$ cat src/rtl/ahb_master_burst_sequencer_pkg.sv
// Shared AHB-Lite types, burst-sequencer state encoding and burst length helper.
// Pure declarations: no timing or flow-control behaviour of its own.
package ahb_master_burst_sequencer_pkg;

    typedef enum logic [2:0] {
        BURST_SINGLE = 3'd0,
        BURST_INCR   = 3'd1,
        BURST_WRAP4  = 3'd2,
        BURST_INCR4  = 3'd3,
        BURST_WRAP8  = 3'd4,
        BURST_INCR8  = 3'd5,
        BURST_WRAP16 = 3'd6,
        BURST_INCR16 = 3'd7
    } ahb_burst_e;

    typedef enum logic [1:0] {
        TRANS_IDLE   = 2'd0,
        TRANS_BUSY   = 2'd1,
        TRANS_NONSEQ = 2'd2,
        TRANS_SEQ    = 2'd3
    } ahb_trans_e;

    typedef enum logic [2:0] {
        SIZE_BYTE       = 3'd0,
        SIZE_HALFWORD   = 3'd1,
        SIZE_WORD       = 3'd2,
        SIZE_DOUBLEWORD = 3'd3,
        SIZE_4WORD      = 3'd4,
        SIZE_8WORD      = 3'd5,
        SIZE_16WORD     = 3'd6,
        SIZE_32WORD     = 3'd7
    } ahb_size_e;

    typedef enum logic {
        RESP_OKAY  = 1'b0,
        RESP_ERROR = 1'b1
    } ahb_resp_e;

    typedef enum logic [1:0] {
        SEQ_IDLE      = 2'd0,
        SEQ_ADDR      = 2'd1,
        SEQ_BUSY      = 2'd2,
        SEQ_LAST_DATA = 2'd3
    } ahb_seq_state_e;

    localparam int unsigned KB_BOUNDARY = 1024;

    function automatic int unsigned burst_beats(ahb_burst_e burst, int unsigned len);
        case (burst)
            BURST_INCR:                 burst_beats = len;
            BURST_WRAP4,  BURST_INCR4:  burst_beats = 4;
            BURST_WRAP8,  BURST_INCR8:  burst_beats = 8;
            BURST_WRAP16, BURST_INCR16: burst_beats = 16;
            default:                    burst_beats = 1;
        endcase
    endfunction

endpackage

$ cat src/rtl/ahb_master_burst_sequencer_if.sv
// Request and AHB address-phase bundle between a burst sequencer (master) and its peer (slave).
// Wires only; hready/hresp stall and abort the master.
interface ahb_master_burst_sequencer_if
    import ahb_master_burst_sequencer_pkg::*;
#(
    parameter int ADDR_WIDTH = 32,
    parameter int LENGTH     = 4
) ();
    logic                    req_valid;
    logic                    req_ready;
    logic [ADDR_WIDTH-1:0]   req_addr;
    ahb_burst_e              req_burst;
    ahb_size_e               req_size;
    logic                    req_write;
    logic [LENGTH:0]         req_len;
    logic [2**LENGTH-1:0]    req_busy_mask;
    logic [ADDR_WIDTH-1:0]   haddr;
    ahb_trans_e              htrans;
    ahb_burst_e              hburst;
    ahb_size_e               hsize;
    logic                    hwrite;
    logic                    hready;
    logic                    hresp;
    logic [LENGTH-1:0]       beat_idx;
    logic                    done;
    logic                    error;

    modport master (
        input  req_valid, req_addr, req_burst, req_size, req_write, req_len, req_busy_mask,
        input  hready, hresp,
        output req_ready, haddr, htrans, hburst, hsize, hwrite, beat_idx, done, error
    );

    modport slave (
        output req_valid, req_addr, req_burst, req_size, req_write, req_len, req_busy_mask,
        output hready, hresp,
        input  req_ready, haddr, htrans, hburst, hsize, hwrite, beat_idx, done, error
    );
endinterface

$ cat src/rtl/ahb_master_burst_sequencer_addr_calc.sv
// Combinational next-beat address (INCR/WRAP) and whole-burst 1KB-crossing check.
// Zero latency, no flow control.
module ahb_master_burst_sequencer_addr_calc
    import ahb_master_burst_sequencer_pkg::*;
#(
    parameter int ADDR_WIDTH = 32,
    parameter int LENGTH     = 4
) (
    input  logic [ADDR_WIDTH-1:0] addr,
    input  ahb_burst_e            burst,
    input  ahb_size_e             size,
    input  logic [LENGTH:0]       beats,
    output logic [ADDR_WIDTH-1:0] next_addr,
    output logic                  crosses_1kb
);
    logic [ADDR_WIDTH-1:0] inc;
    logic [ADDR_WIDTH-1:0] incr_addr;
    logic [ADDR_WIDTH-1:0] wrap_mask;
    logic [31:0]           offs;
    logic [31:0]           span;
    logic                  is_wrap;

    always_comb begin
        inc       = ADDR_WIDTH'(1) << size;
        incr_addr = addr + inc;
        wrap_mask = (ADDR_WIDTH'(beats) << size) - ADDR_WIDTH'(1);
        is_wrap   = (burst == BURST_WRAP4) || (burst == BURST_WRAP8) || (burst == BURST_WRAP16);
        next_addr = is_wrap ? ((addr & ~wrap_mask) | (incr_addr & wrap_mask)) : incr_addr;
        // Wrapping bursts stay inside their own aligned window, so only incrementing ones can cross.
        offs        = 32'(addr[9:0]);
        span        = 32'(beats) << size;
        crosses_1kb = !is_wrap && (burst != BURST_SINGLE) && ((offs + span) > KB_BOUNDARY);
    end
endmodule

$ cat src/rtl/ahb_master_burst_sequencer.sv
// AHB-Lite address-phase engine: one validated burst at a time, beat 0 one cycle after accept.
// Advances only on hready=1; all bus outputs registered and held while hready=0.
module ahb_master_burst_sequencer
    import ahb_master_burst_sequencer_pkg::*;
#(
    parameter int ADDR_WIDTH = 32,
    parameter int DATA_WIDTH = 32,
    parameter int LENGTH     = 4
) (
    input  logic                        hclk,
    input  logic                        hreset,
    ahb_master_burst_sequencer_if.master bus
);
    localparam logic [2:0]      MAX_SIZE  = 3'($clog2(DATA_WIDTH / 8));
    localparam logic [LENGTH:0] MAX_BEATS = (LENGTH + 1)'(2 ** LENGTH);

    ahb_seq_state_e        state_q, state_d;
    logic [ADDR_WIDTH-1:0] haddr_q, haddr_d;
    ahb_trans_e            htrans_q, htrans_d;
    ahb_burst_e            hburst_q, hburst_d;
    ahb_size_e             hsize_q, hsize_d;
    logic                  hwrite_q, hwrite_d;
    logic [LENGTH-1:0]     beat_idx_q, beat_idx_d;
    logic [LENGTH:0]       beats_q, beats_d;
    logic [2**LENGTH-1:0]  mask_q, mask_d;
    logic                  done_q, done_d;
    logic                  error_q, error_d;

    logic                  in_idle;
    logic [LENGTH:0]       req_beats;
    logic [ADDR_WIDTH-1:0] calc_addr, next_addr;
    ahb_burst_e            calc_burst;
    ahb_size_e             calc_size;
    logic [LENGTH:0]       calc_beats;
    logic                  crosses_1kb;
    logic                  misaligned, bad_len, reject;
    logic [LENGTH-1:0]     nxt_idx;
    logic                  is_last;

    // One calculator serves both jobs: request validation in IDLE, beat stepping otherwise.
    assign in_idle    = (state_q == SEQ_IDLE);
    assign req_beats  = (LENGTH + 1)'(burst_beats(bus.req_burst, 32'(bus.req_len)));
    assign calc_addr  = in_idle ? bus.req_addr  : haddr_q;
    assign calc_burst = in_idle ? bus.req_burst : hburst_q;
    assign calc_size  = in_idle ? bus.req_size  : hsize_q;
    assign calc_beats = in_idle ? req_beats     : beats_q;

    ahb_master_burst_sequencer_addr_calc #(
        .ADDR_WIDTH (ADDR_WIDTH),
        .LENGTH     (LENGTH)
    ) u_addr_calc (
        .addr        (calc_addr),
        .burst       (calc_burst),
        .size        (calc_size),
        .beats       (calc_beats),
        .next_addr   (next_addr),
        .crosses_1kb (crosses_1kb)
    );

    assign misaligned = ((bus.req_addr & ((ADDR_WIDTH'(1) << bus.req_size) - ADDR_WIDTH'(1))) != '0);
    assign bad_len    = (bus.req_burst == BURST_INCR) && ((bus.req_len == '0) || (bus.req_len > MAX_BEATS));
    assign reject     = (3'(bus.req_size) > MAX_SIZE) || misaligned || crosses_1kb || bad_len;
    assign nxt_idx    = beat_idx_q + LENGTH'(1);
    assign is_last    = ({1'b0, beat_idx_q} == (beats_q - (LENGTH + 1)'(1)));

    always_comb begin
        state_d    = state_q;
        haddr_d    = haddr_q;
        htrans_d   = htrans_q;
        hburst_d   = hburst_q;
        hsize_d    = hsize_q;
        hwrite_d   = hwrite_q;
        beat_idx_d = beat_idx_q;
        beats_d    = beats_q;
        mask_d     = mask_q;
        done_d     = 1'b0;
        error_d    = 1'b0;
        case (state_q)
            SEQ_IDLE: begin
                if (bus.req_valid) begin
                    if (reject) begin
                        done_d  = 1'b1;
                        error_d = 1'b1;
                    end else begin
                        state_d    = SEQ_ADDR;
                        htrans_d   = TRANS_NONSEQ;
                        haddr_d    = bus.req_addr;
                        hburst_d   = bus.req_burst;
                        hsize_d    = bus.req_size;
                        hwrite_d   = bus.req_write;
                        beat_idx_d = '0;
                        beats_d    = req_beats;
                        mask_d     = bus.req_busy_mask;
                    end
                end
            end
            SEQ_ADDR: begin
                // First cycle of a two-cycle ERROR: cancel the pending address, wait out the data phase.
                if (!bus.hready && bus.hresp) begin
                    state_d  = SEQ_LAST_DATA;
                    htrans_d = TRANS_IDLE;
                end else if (bus.hready) begin
                    if (is_last) begin
                        state_d  = SEQ_LAST_DATA;
                        htrans_d = TRANS_IDLE;
                    end else begin
                        beat_idx_d = nxt_idx;
                        haddr_d    = next_addr;
                        if (mask_q[nxt_idx]) begin
                            state_d  = SEQ_BUSY;
                            htrans_d = TRANS_BUSY;
                        end else begin
                            htrans_d = TRANS_SEQ;
                        end
                    end
                end
            end
            SEQ_BUSY: begin
                if (!bus.hready && bus.hresp) begin
                    state_d  = SEQ_LAST_DATA;
                    htrans_d = TRANS_IDLE;
                end else if (bus.hready) begin
                    state_d  = SEQ_ADDR;
                    htrans_d = TRANS_SEQ;
                end
            end
            SEQ_LAST_DATA: begin
                if (bus.hready) begin
                    state_d = SEQ_IDLE;
                    done_d  = 1'b1;
                    error_d = bus.hresp;
                end
            end
            default: state_d = SEQ_IDLE;
        endcase
    end

    always_ff @(posedge hclk) begin
        if (hreset) begin
            state_q    <= SEQ_IDLE;
            haddr_q    <= '0;
            htrans_q   <= TRANS_IDLE;
            hburst_q   <= BURST_SINGLE;
            hsize_q    <= SIZE_BYTE;
            hwrite_q   <= 1'b0;
            beat_idx_q <= '0;
            beats_q    <= '0;
            mask_q     <= '0;
            done_q     <= 1'b0;
            error_q    <= 1'b0;
        end else begin
            state_q    <= state_d;
            haddr_q    <= haddr_d;
            htrans_q   <= htrans_d;
            hburst_q   <= hburst_d;
            hsize_q    <= hsize_d;
            hwrite_q   <= hwrite_d;
            beat_idx_q <= beat_idx_d;
            beats_q    <= beats_d;
            mask_q     <= mask_d;
            done_q     <= done_d;
            error_q    <= error_d;
        end
    end

    assign bus.req_ready = in_idle;
    assign bus.haddr     = haddr_q;
    assign bus.htrans    = htrans_q;
    assign bus.hburst    = hburst_q;
    assign bus.hsize     = hsize_q;
    assign bus.hwrite    = hwrite_q;
    assign bus.beat_idx  = beat_idx_q;
    assign bus.done      = done_q;
    assign bus.error     = error_q;
endmodule

$ cat src/flat_wrapper.sv
// flat-port wrapper written by rule: the top's interface ports become plain ports
module ahb_master_burst_sequencer_flat import ahb_master_burst_sequencer_pkg::*;
#(
    parameter int ADDR_WIDTH = 32,
    parameter int DATA_WIDTH = 32,
    parameter int LENGTH     = 4
)
  (hclk, hreset, bus_req_valid, bus_req_addr, bus_req_burst, bus_req_size, bus_req_write, bus_req_len, bus_req_busy_mask, bus_hready, bus_hresp, bus_req_ready, bus_haddr, bus_htrans, bus_hburst, bus_hsize, bus_hwrite, bus_beat_idx, bus_done, bus_error);
  ahb_master_burst_sequencer_if #(.ADDR_WIDTH(ADDR_WIDTH), .LENGTH(LENGTH)) bus_i ();
  input  logic hclk;
  input  logic hreset;
  input wire logic [$bits(bus_i.req_valid)-1:0] bus_req_valid;
  input wire logic [$bits(bus_i.req_addr)-1:0] bus_req_addr;
  input wire logic [$bits(bus_i.req_burst)-1:0] bus_req_burst;
  input wire logic [$bits(bus_i.req_size)-1:0] bus_req_size;
  input wire logic [$bits(bus_i.req_write)-1:0] bus_req_write;
  input wire logic [$bits(bus_i.req_len)-1:0] bus_req_len;
  input wire logic [$bits(bus_i.req_busy_mask)-1:0] bus_req_busy_mask;
  input wire logic [$bits(bus_i.hready)-1:0] bus_hready;
  input wire logic [$bits(bus_i.hresp)-1:0] bus_hresp;
  output wire logic [$bits(bus_i.req_ready)-1:0] bus_req_ready;
  output wire logic [$bits(bus_i.haddr)-1:0] bus_haddr;
  output wire logic [$bits(bus_i.htrans)-1:0] bus_htrans;
  output wire logic [$bits(bus_i.hburst)-1:0] bus_hburst;
  output wire logic [$bits(bus_i.hsize)-1:0] bus_hsize;
  output wire logic [$bits(bus_i.hwrite)-1:0] bus_hwrite;
  output wire logic [$bits(bus_i.beat_idx)-1:0] bus_beat_idx;
  output wire logic [$bits(bus_i.done)-1:0] bus_done;
  output wire logic [$bits(bus_i.error)-1:0] bus_error;
  assign bus_i.req_valid = bus_req_valid;
  assign bus_i.req_addr = bus_req_addr;
  assign bus_i.req_burst = bus_req_burst;
  assign bus_i.req_size = bus_req_size;
  assign bus_i.req_write = bus_req_write;
  assign bus_i.req_len = bus_req_len;
  assign bus_i.req_busy_mask = bus_req_busy_mask;
  assign bus_i.hready = bus_hready;
  assign bus_i.hresp = bus_hresp;
  assign bus_req_ready = bus_i.req_ready;
  assign bus_haddr = bus_i.haddr;
  assign bus_htrans = bus_i.htrans;
  assign bus_hburst = bus_i.hburst;
  assign bus_hsize = bus_i.hsize;
  assign bus_hwrite = bus_i.hwrite;
  assign bus_beat_idx = bus_i.beat_idx;
  assign bus_done = bus_i.done;
  assign bus_error = bus_i.error;
  ahb_master_burst_sequencer #(.ADDR_WIDTH(ADDR_WIDTH), .DATA_WIDTH(DATA_WIDTH), .LENGTH(LENGTH)) u_core (.hclk(hclk), .hreset(hreset), .bus(bus_i));
endmodule
$ cat config.mk
export PLATFORM = sky130hd
export DESIGN_NAME = ahb_master_burst_sequencer_flat
export DESIGN_NICKNAME = d
export VERILOG_FILES = /design/src/rtl/ahb_master_burst_sequencer_pkg.sv /design/src/rtl/ahb_master_burst_sequencer_if.sv /design/src/rtl/ahb_master_burst_sequencer_addr_calc.sv /design/src/rtl/ahb_master_burst_sequencer.sv /design/src/flat_wrapper.sv
export SDC_FILE = /design/constraint.sdc
export NUM_CORES = 1
export LEC_CHECK = 0
export ABC_CLOCK_PERIOD_IN_PS = 4600
export CELL_PAD_IN_SITES_DETAIL_PLACEMENT = 2
export CELL_PAD_IN_SITES_GLOBAL_PLACEMENT = 2
export CORE_MARGIN = 2
export CORE_UTILIZATION = 29
export DETAILED_ROUTE_END_ITERATION = 7
export PLACE_DENSITY_LB_ADDON = 0.1
export SLEW_MARGIN = 40
export SYNTH_ARGS = -nofsm -noshare
export SYNTH_HDL_FRONTEND = slang
export SYNTH_SLANG_ARGS = --single-unit
$ cat constraint.sdc
create_clock -name hclk -period 4.6 [get_ports hclk]
set_input_delay 0.92 -clock hclk [delete_from_list [all_inputs] [get_ports hclk]]
set_output_delay 0.92 -clock hclk [all_outputs]
set_load 0.02 [all_outputs]
==> results of run 1 <==
==> synthesized netlist by cell type, drive strengths merged (21+ instances only) <==
cell and instances:
nand2 74, a21oi 60, clkbuf 36, inv 35, mux2i 43, dfxtp 70
nor2 87, buf 29, ha 29, o21ai 48, nand3 21, a211oi 27
==> final cells by class <==
class	instances	area share
Multi-Input combinational cell	760	0.5351
Sequential cell	70	0.1251
Inverter	36	0.01216
Clock inverter	7	0.005578
Tap cell	324	0.03615
Timing Repair Buffer	330	0.2659
Clock buffer	9	0.02008
==> worst max path at each step <==
stage                            startpoint              endpoint  cells after the start
after floorplan            bus_req_burst[2]  u_core.bus.haddr[26]                     17
after global placement     bus_req_burst[2]  u_core.bus.haddr[29]                     19
after detailed placement   bus_req_burst[2]  u_core.bus.haddr[26]                     18
after CTS                  bus_req_burst[2]  u_core.bus.haddr[29]                     20
after global routing      u_core.state_q[0]     u_core.mask_q[10]                     19
final                     u_core.state_q[0]  u_core.bus.haddr[24]                     20
==> report_power, final <==
part           internal (W)  switching [W]  total (W)  leakage (nW)
Clock              0.000380       0.000379   0.000759         0.139
Sequential         0.000719       0.000135   0.000854         0.567
Combinational       0.00197        0.00235    0.00431          3.62
Total               0.00307        0.00286    0.00592          4.33
==> worst register-to-register path: stages (launching register included) <==
cell      delay, ps
dfxtp_1         340
inv_2           100
ha_4            240
buf_4           170
mux2i_4         300
buf_4           170
nand2_1          70
nor2_2          130
ha_1            200
inv_1            80
fa_1            450
nor2b_2         150
o21ai_1         120
a21oi_2         210
nor4bb_1        100
or3_1           400
o32a_4          400
buf_4           230
o41a_1          410
a22oi_1         260
o21ai_1         110
==> metal layers <==
layer	wire [um]	vias up	share of wire
met1	16070	4417	0.44
li1	-	4090	-
met4	1016	0	0.028
met5	0	-	0
met2	18830	176	0.51
met3	936	61	0.025
==> logic make-up (layout without fill, tap and decap cells) <==
| logic type | after synthesis | count (layout) | synth area share |
|---|---|---|---|
| DFF | 70 | 70 | 0.1970 |
| adders and majority gates | 31 | 31 | 0.05665 |
| muxes | 61 | 61 | 0.09694 |
| and+or+nand+nor | 335 | 335 | 0.2454 |
| xor gates and xnor gates | 20 | 20 | 0.02463 |
| buffers and inverters | 101 | 382 | 0.06246 |
| AOI/OAI and AO/OA | 313 | 313 | 0.3169 |
==> state kept, by name (all words and copies together), names as in the netlist <==
name,flops
u_core.mask_q,16
u_core.bus.error,1
u_core.bus.hwrite,1
u_core.state_q,2
u_core.bus.htrans,2
u_core.beats_q,5
u_core.bus.hsize,3
u_core.bus.beat_idx,4
u_core.bus.hburst,3
u_core.bus.done,1
u_core.bus.haddr,32
==> per-stage QoR <==
stage,TNS [ps],std cells,hold WS (ps),utilization
2_1_floorplan,0,931,454.6,-
3_3_place_gp,-45170,1484,447.3,0.4094
3_5_place_dp,-55080,1484,452.9,0.4094
4_1_cts,-62.36,1518,461.5,0.4398
5_1_grt,-13220,1536,496.4,0.4639
6_report,-1985,1536,459.6,0.4639
==> timing repair <==
action                                 4_1_cts  5_1_grt
pin swaps                                   28       50
gates cloned                                 0        5
setup buffers                               18       16
endpoints found under the hold margin        0        0
setup endpoints to repair                   70       70
gates resized for setup                     82      100
==> results.txt, run 1 <==
CP max stage cell -> fa_1
Root Driver -> clkbuf_16
CTS tree -> yes
Layout cell share with drive strength beyond 1 -> 0.3284
Met2 Use GR -> 0.4812
Post-synth EDFFs -> 0
Crit path largest cell delay -> 450 ps
Post-synth top area cell -> dfxtp_1
RSZ-0062 raised after global routing -> yes
Nets -> 1303
# fillers -> 2669
TritonCTS Buffers -> 9
Largest net degree at the start of global routing -> 62
Crit Path Max Fanout -> 15
Global route overflow -> 0
Violated checks -> setup timing
ANT cells -> 0
Most common cell after layout, fill and taps aside -> buf_4
Routing usage on met3 -> 0.03022
Minimum clock period -> 4730 ps
DR pass1 iterations -> 4
Peak Freq -> 211.4 MHz
Sequential Area -> 1403 um2
Vias in the first global route -> 9289
Routed Antenna Nets -> 0
Starting Density -> 0.2942
Status -> finished with violations
Final worst slack -> -129.8 ps
DIE AREA -> 25790 um2
Most frequent cells in the layout -> buf_4 (194), clkdlybuf4s50_1 (100), nor2_1 (76)
Reg2Reg Launch Point -> u_core.state_q[0]
First-pass GRT wire length -> 54040 um
Post-CTS Hold Fix Bufs -> 0
Ys flop type -> dfxtp_1
Final Power -> 0.005925 W
Hold Path Sink -> u_core.bus.htrans[1]
M1 GR Usage -> 0.3310
Synthesized Nets -> 1027
CP endpoint kind -> register
Reg clk slew, reported paths -> 70 ps
Hold Path Depth -> 2
Final Routed Wirelength -> 36850 um
Worst reg2reg path endpoint -> u_core.bus.haddr[24]
Post-Layout Inst Area -> 11210 um2
Setup crit start kind -> register
Top post-synthesis cells by area -> dfxtp_1 (20%), mux2i_1 (5.8%), ha_1 (5.1%)
R2r worst-path depth -> 20
Clock Sinks -> 70
WL per Instance -> 23.99 um
Leak -> 4.328 nW
Post-DP HPWL -> 25780 um
Busiest layer in global routing -> met2
DRT iter0 DRCs -> 415
Area occupied by multi-input gates -> 6001 um2
Via count -> 8744
Flops & latches, synth -> 70
Slew Viols, Final -> 0
Htree depth -> 3
Synth cell types -> 94
DRC viols -> 0
PwrDens -> 528.3 nW/um2
Synthesis Warnings -> 0
Mapped Cells -> 931
I/O Pins -> 113
Post-synthesis average cell area -> 7.639 um2
Area of the mapped netlist -> 7112 um2
DR vias/cell -> 5.693
Total GRT Usage -> 0.2654
RD Place Congestion -> 0.8644
Endpoints failing setup -> 48
MaxCap Viol Count -> 0
Synth top area share -> 0.1970
Area after DPL -> 9898 um2
Initial antenna violation count -> 0
Clk_lat worst skew -> 360 ps
Core Area -> 24180 um2
Slew headroom -> 0.3914
Worst path required time -> 4840 ps
Tcrit/Tclk final -> 1.028
IO Port Bufs -> 112
Sequential area share after synthesis -> 0.1970
CP Cell Sequence -> inv_2 -> ha_4 -> buf_4 -> mux2i_4 -> buf_4 -> nand2_1 -> nor2_2 -> ha_1 -> inv_1 -> fa_1 -> nor2b_2 -> o21ai_1 -> a21oi_2 -> nor4bb_1 -> or3_1 -> o32a_4 -> buf_4 -> o41a_1 -> a22oi_1 -> o21ai_1
WP data arrival -> 4970 ps
Final hold vios -> 0
Cell mode on critical path -> buf_4
Rows -> 57
P&R area growth vs syn -> 57.69%
Hold path start -> u_core.bus.htrans[1]
DP Worst Slack -> -946.3 ps
CTS max path bufs -> 2
Die Span Y -> 160.6 um
Critical path class -> register to register
Worst-Margin Slew -> 913.0 ps
R2r setup slk -> -130 ps
Min-delay worst type -> register to register
Worst vdd ir -> 0.0002055 V
Critical path's top delay family -> compound AO/OA/AOI/OAI gates
Asr flop ratio synth -> 0
Skew final -> 15.16 ps
CP Buf/Inv Count -> 5
Die width -> 160.6 um
(Power assumes the default switching activity.)
==> run 2: changes to the inputs <==
- SYNTH_HIERARCHICAL: unset -> 1
- TNS_END_PERCENT: unset -> 10
==> run 2 against run 1 <==
Effect of this change:
- the flow still finishes with violations (setup timing)
- via count shrank 19%
- flip-flop and latch count is the same
- sequential share of layout area grew 1.2 points
- routed wire length shrank 16%
- critical path type is now primary input to register
- largest cell class unchanged
- highest routed layer unchanged
==> results.txt, run 2 <==
Net Sw Frac -> 0.4324
Worst-Margin Slew -> 995.0 ps
Flops & latches, synth -> 70
Top cells by count, synth -> nor2_1 (99), dfxtp_1 (70), mux2i_1 (65), mux2_2 (46), nand2_1 (36)
Area of the mapped netlist -> 6491 um2
R2r worst-path depth -> 27
RD Place Congestion -> 0.8576
TritonCTS Buffers -> 9
Layout cell share with drive strength beyond 1 -> 0.3865
DR vias/cell -> 5.384
Synth top area share -> 0.2159
Die width -> 153.6 um
Setup_tns -> -77790 ps
PwrDens -> 489.0 nW/um2
Max reg flops -> 32
Global route overflow -> 0
Rows -> 54
Top post-synthesis cells by area -> dfxtp_1 (22%), mux2i_1 (10%), mux2_2 (8.0%)
Synth Area in Adders -> 0.05127
Sw Pwr -> 0.002163 W
I/O Pins -> 113
CTS tree -> yes
Endpoints failing setup -> 70
CP endpoint kind -> register
Final worst slack -> -1239 ps
Status -> finished with violations
Largest net degree at the start of global routing -> 44
CTS max path bufs -> 2
Final hold vios -> 0
Hold Path Depth -> 2
Vias in the first global route -> 8109
Core Area -> 21890 um2
Leak -> 4.197 nW
WL per Instance -> 23.52 um
Starting Density -> 0.2965
Htree depth -> 3
Post-synthesis average cell area -> 8.552 um2
DR pass1 iterations -> 4
Most common cell after layout, fill and taps aside -> buf_4
Count leader, synth -> nor2_1
Hold path start -> u_core/bus.htrans[0]
Synth Area in Simple Gates -> 0.1858
Reg clk slew, reported paths -> 70 ps
Clock Sinks -> 70
XOR/XNOR Fraction of Synth Area -> 0.06592
R2r setup slk -> -1140 ps
Largest family of logic cells by synthesized area -> compound AO/OA/AOI/OAI gates
Violated checks -> setup timing
Slew Viols, Final -> 0
DRT iter0 DRCs -> 165
Asr flop ratio synth -> 0
DRC viols -> 0
Nets -> 1121
Clock power frac -> 0.164
Sequential area share after synthesis -> 0.2159
Synthesized Nets -> 850
Ys flop type -> dfxtp_1
Root Driver -> clkbuf_16
Reg2Reg Launch Point -> u_core/state_q[0]
Setup crit start kind -> primary input
Post-synthesis mux area share -> 0.1981
Slew headroom -> 0.3280
Peak Freq -> 171.3 MHz
Post-DP HPWL -> 21230 um
Worst reg2reg path endpoint -> u_core/bus.haddr[31]
Final hold slack -> 496.4 ps
Worst path required time -> 4860 ps
Routed Antenna Nets -> 0
Worst vdd ir -> 0.0002363 V
IO Port Bufs -> 112
Crit path largest cell delay -> 340 ps
Initial antenna violation count -> 0
ANT cells -> 0
P&R area growth vs syn -> 57.65%
Post-synth top area cell -> dfxtp_1
Synthesis Warnings -> 6
Clk_lat worst skew -> 370 ps
Die Span Y -> 153.6 um
Post-synth EDFFs -> 0
Final Routed Wirelength -> 30930 um
MaxCap Viol Count -> 0
Tcrit/Tclk final -> 1.269
Gate power share -> 0.673
Mapped Cells -> 759
Critical path's top delay family -> compound AO/OA/AOI/OAI gates
Crit Path Max Fanout -> 8
Min-delay worst type -> register to register
WP data arrival -> 6100 ps
Post-synthesis compound-gate area fraction -> 0.2296
Internal power -> 0.002840 W
RSZ-0062 raised after global routing -> yes
Post-CTS Hold Fix Bufs -> 0
DIE AREA -> 23600 um2
CP Buf/Inv Count -> 5
First-pass GRT wire length -> 46370 um
Hold Path Sink -> u_core/bus.htrans[0]
Sequential Power Share -> 0.163
Via count -> 7080
Total GRT Usage -> 0.2485
Most frequent cells in the layout -> buf_4 (177), clkdlybuf4s50_1 (100), nor2_1 (84)
Skew final -> 25.74 ps
CP max stage cell -> a2111oi_2
Minimum clock period -> 5839 ps
Synth cell types -> 84
Critical path class -> primary input to register
## run 2: cell count changes after synthesis, sizes merged, moves of 12 or more
cell / change
a211oi: +14
a21oi: -29
a31oi: -15
mux2: +32
mux2i: +24
nand2: -37
nor2: +12
nor3: -12
o21ai: -23
o31ai: -14
or3: -14
xnor2: +30
## run 2: repair_timing
item,4_1_cts,5_1_grt
resized for setup,108,35
gates cloned,5,0
pin swaps,37,19
setup buffers,30,13
endpoints found under the setup margin,70,70
## run 2: logic make-up after synthesis
family | count (synthesis)
flip-flops | 70
AND/OR/NAND/NOR | 242
multiplexers | 117
AO/OA/AOI/OAI | 178
adder cells (fa/ha/maj) | 26
XOR/XNOR | 48
buffers and inverters | 78
## run 2: power by group through the flow
stage	sequential (W)	clock, W	combinational, W
2_1_floorplan	0.000925	0	0.00161
3_3_place_gp	0.000805	0	0.00272
3_5_place_dp	0.000817	0	0.00284
4_1_cts	0.000805	0.000831	0.00323
5_1_grt	0.000831	0.000860	0.00360
6_report	0.000814	0.000823	0.00337
## run 2: layout make-up
class | count | area [um2]
well taps | 280 | 350.3
clock buffers | 11 | 242.7
repair buffers | 308 | 2785
flip-flops and latches | 70 | 1401
fillers | 2388 | 11660
inverters | 30 | 112.6
clock inverters | 5 | 82.58
multi-input cells | 611 | 5259
## run 2: metrics by stage
stage / cells / utilization / cell area (um2) / power, W / setup slack (ps)
floorplan: 759 / - / 6611 / 0.002539 / -1079
global placement: 1252 / 0.4086 / 8944 / 0.003523 / -1939
detailed placement: 1252 / 0.4086 / 8944 / 0.003658 / -2136
CTS: 1303 / 0.4575 / 10020 / 0.004868 / -1105
global route: 1315 / 0.4675 / 10230 / 0.005289 / -1397
finish: 1315 / 0.4675 / 10230 / 0.005004 / -1239
## run 2: worst max path at each step
stage | start | end | slack, ps | depth (start not counted)
detailed placement | bus_req_burst[1] | u_core/bus.haddr[11] | -2140 | 26
CTS | bus_req_burst[0] | u_core/bus.haddr[30] | -1100 | 27
finish | bus_req_burst[1] | u_core/bus.haddr[31] | -1240 | 28
floorplan | bus_req_size[1] | u_core/bus.haddr[0] | -1080 | 27
global route | bus_req_burst[1] | u_core/bus.haddr[31] | -1400 | 29
global placement | bus_req_burst[2] | u_core/bus.haddr[11] | -1940 | 25
## run 2: metal layers
metal,track usage,wire length (um),vias up
met5,0,0,-
met1,0.2918,13070,3559
li1,-,-,3336
met4,0.07558,931,0
met2,0.4696,16070,132
met3,0.02875,850,53
## run 2: worst min-delay path, stage by stage, from the launching register on
cell	delay, ps
dfxtp_1	320
nand2b_1	70
a21oi_1	60
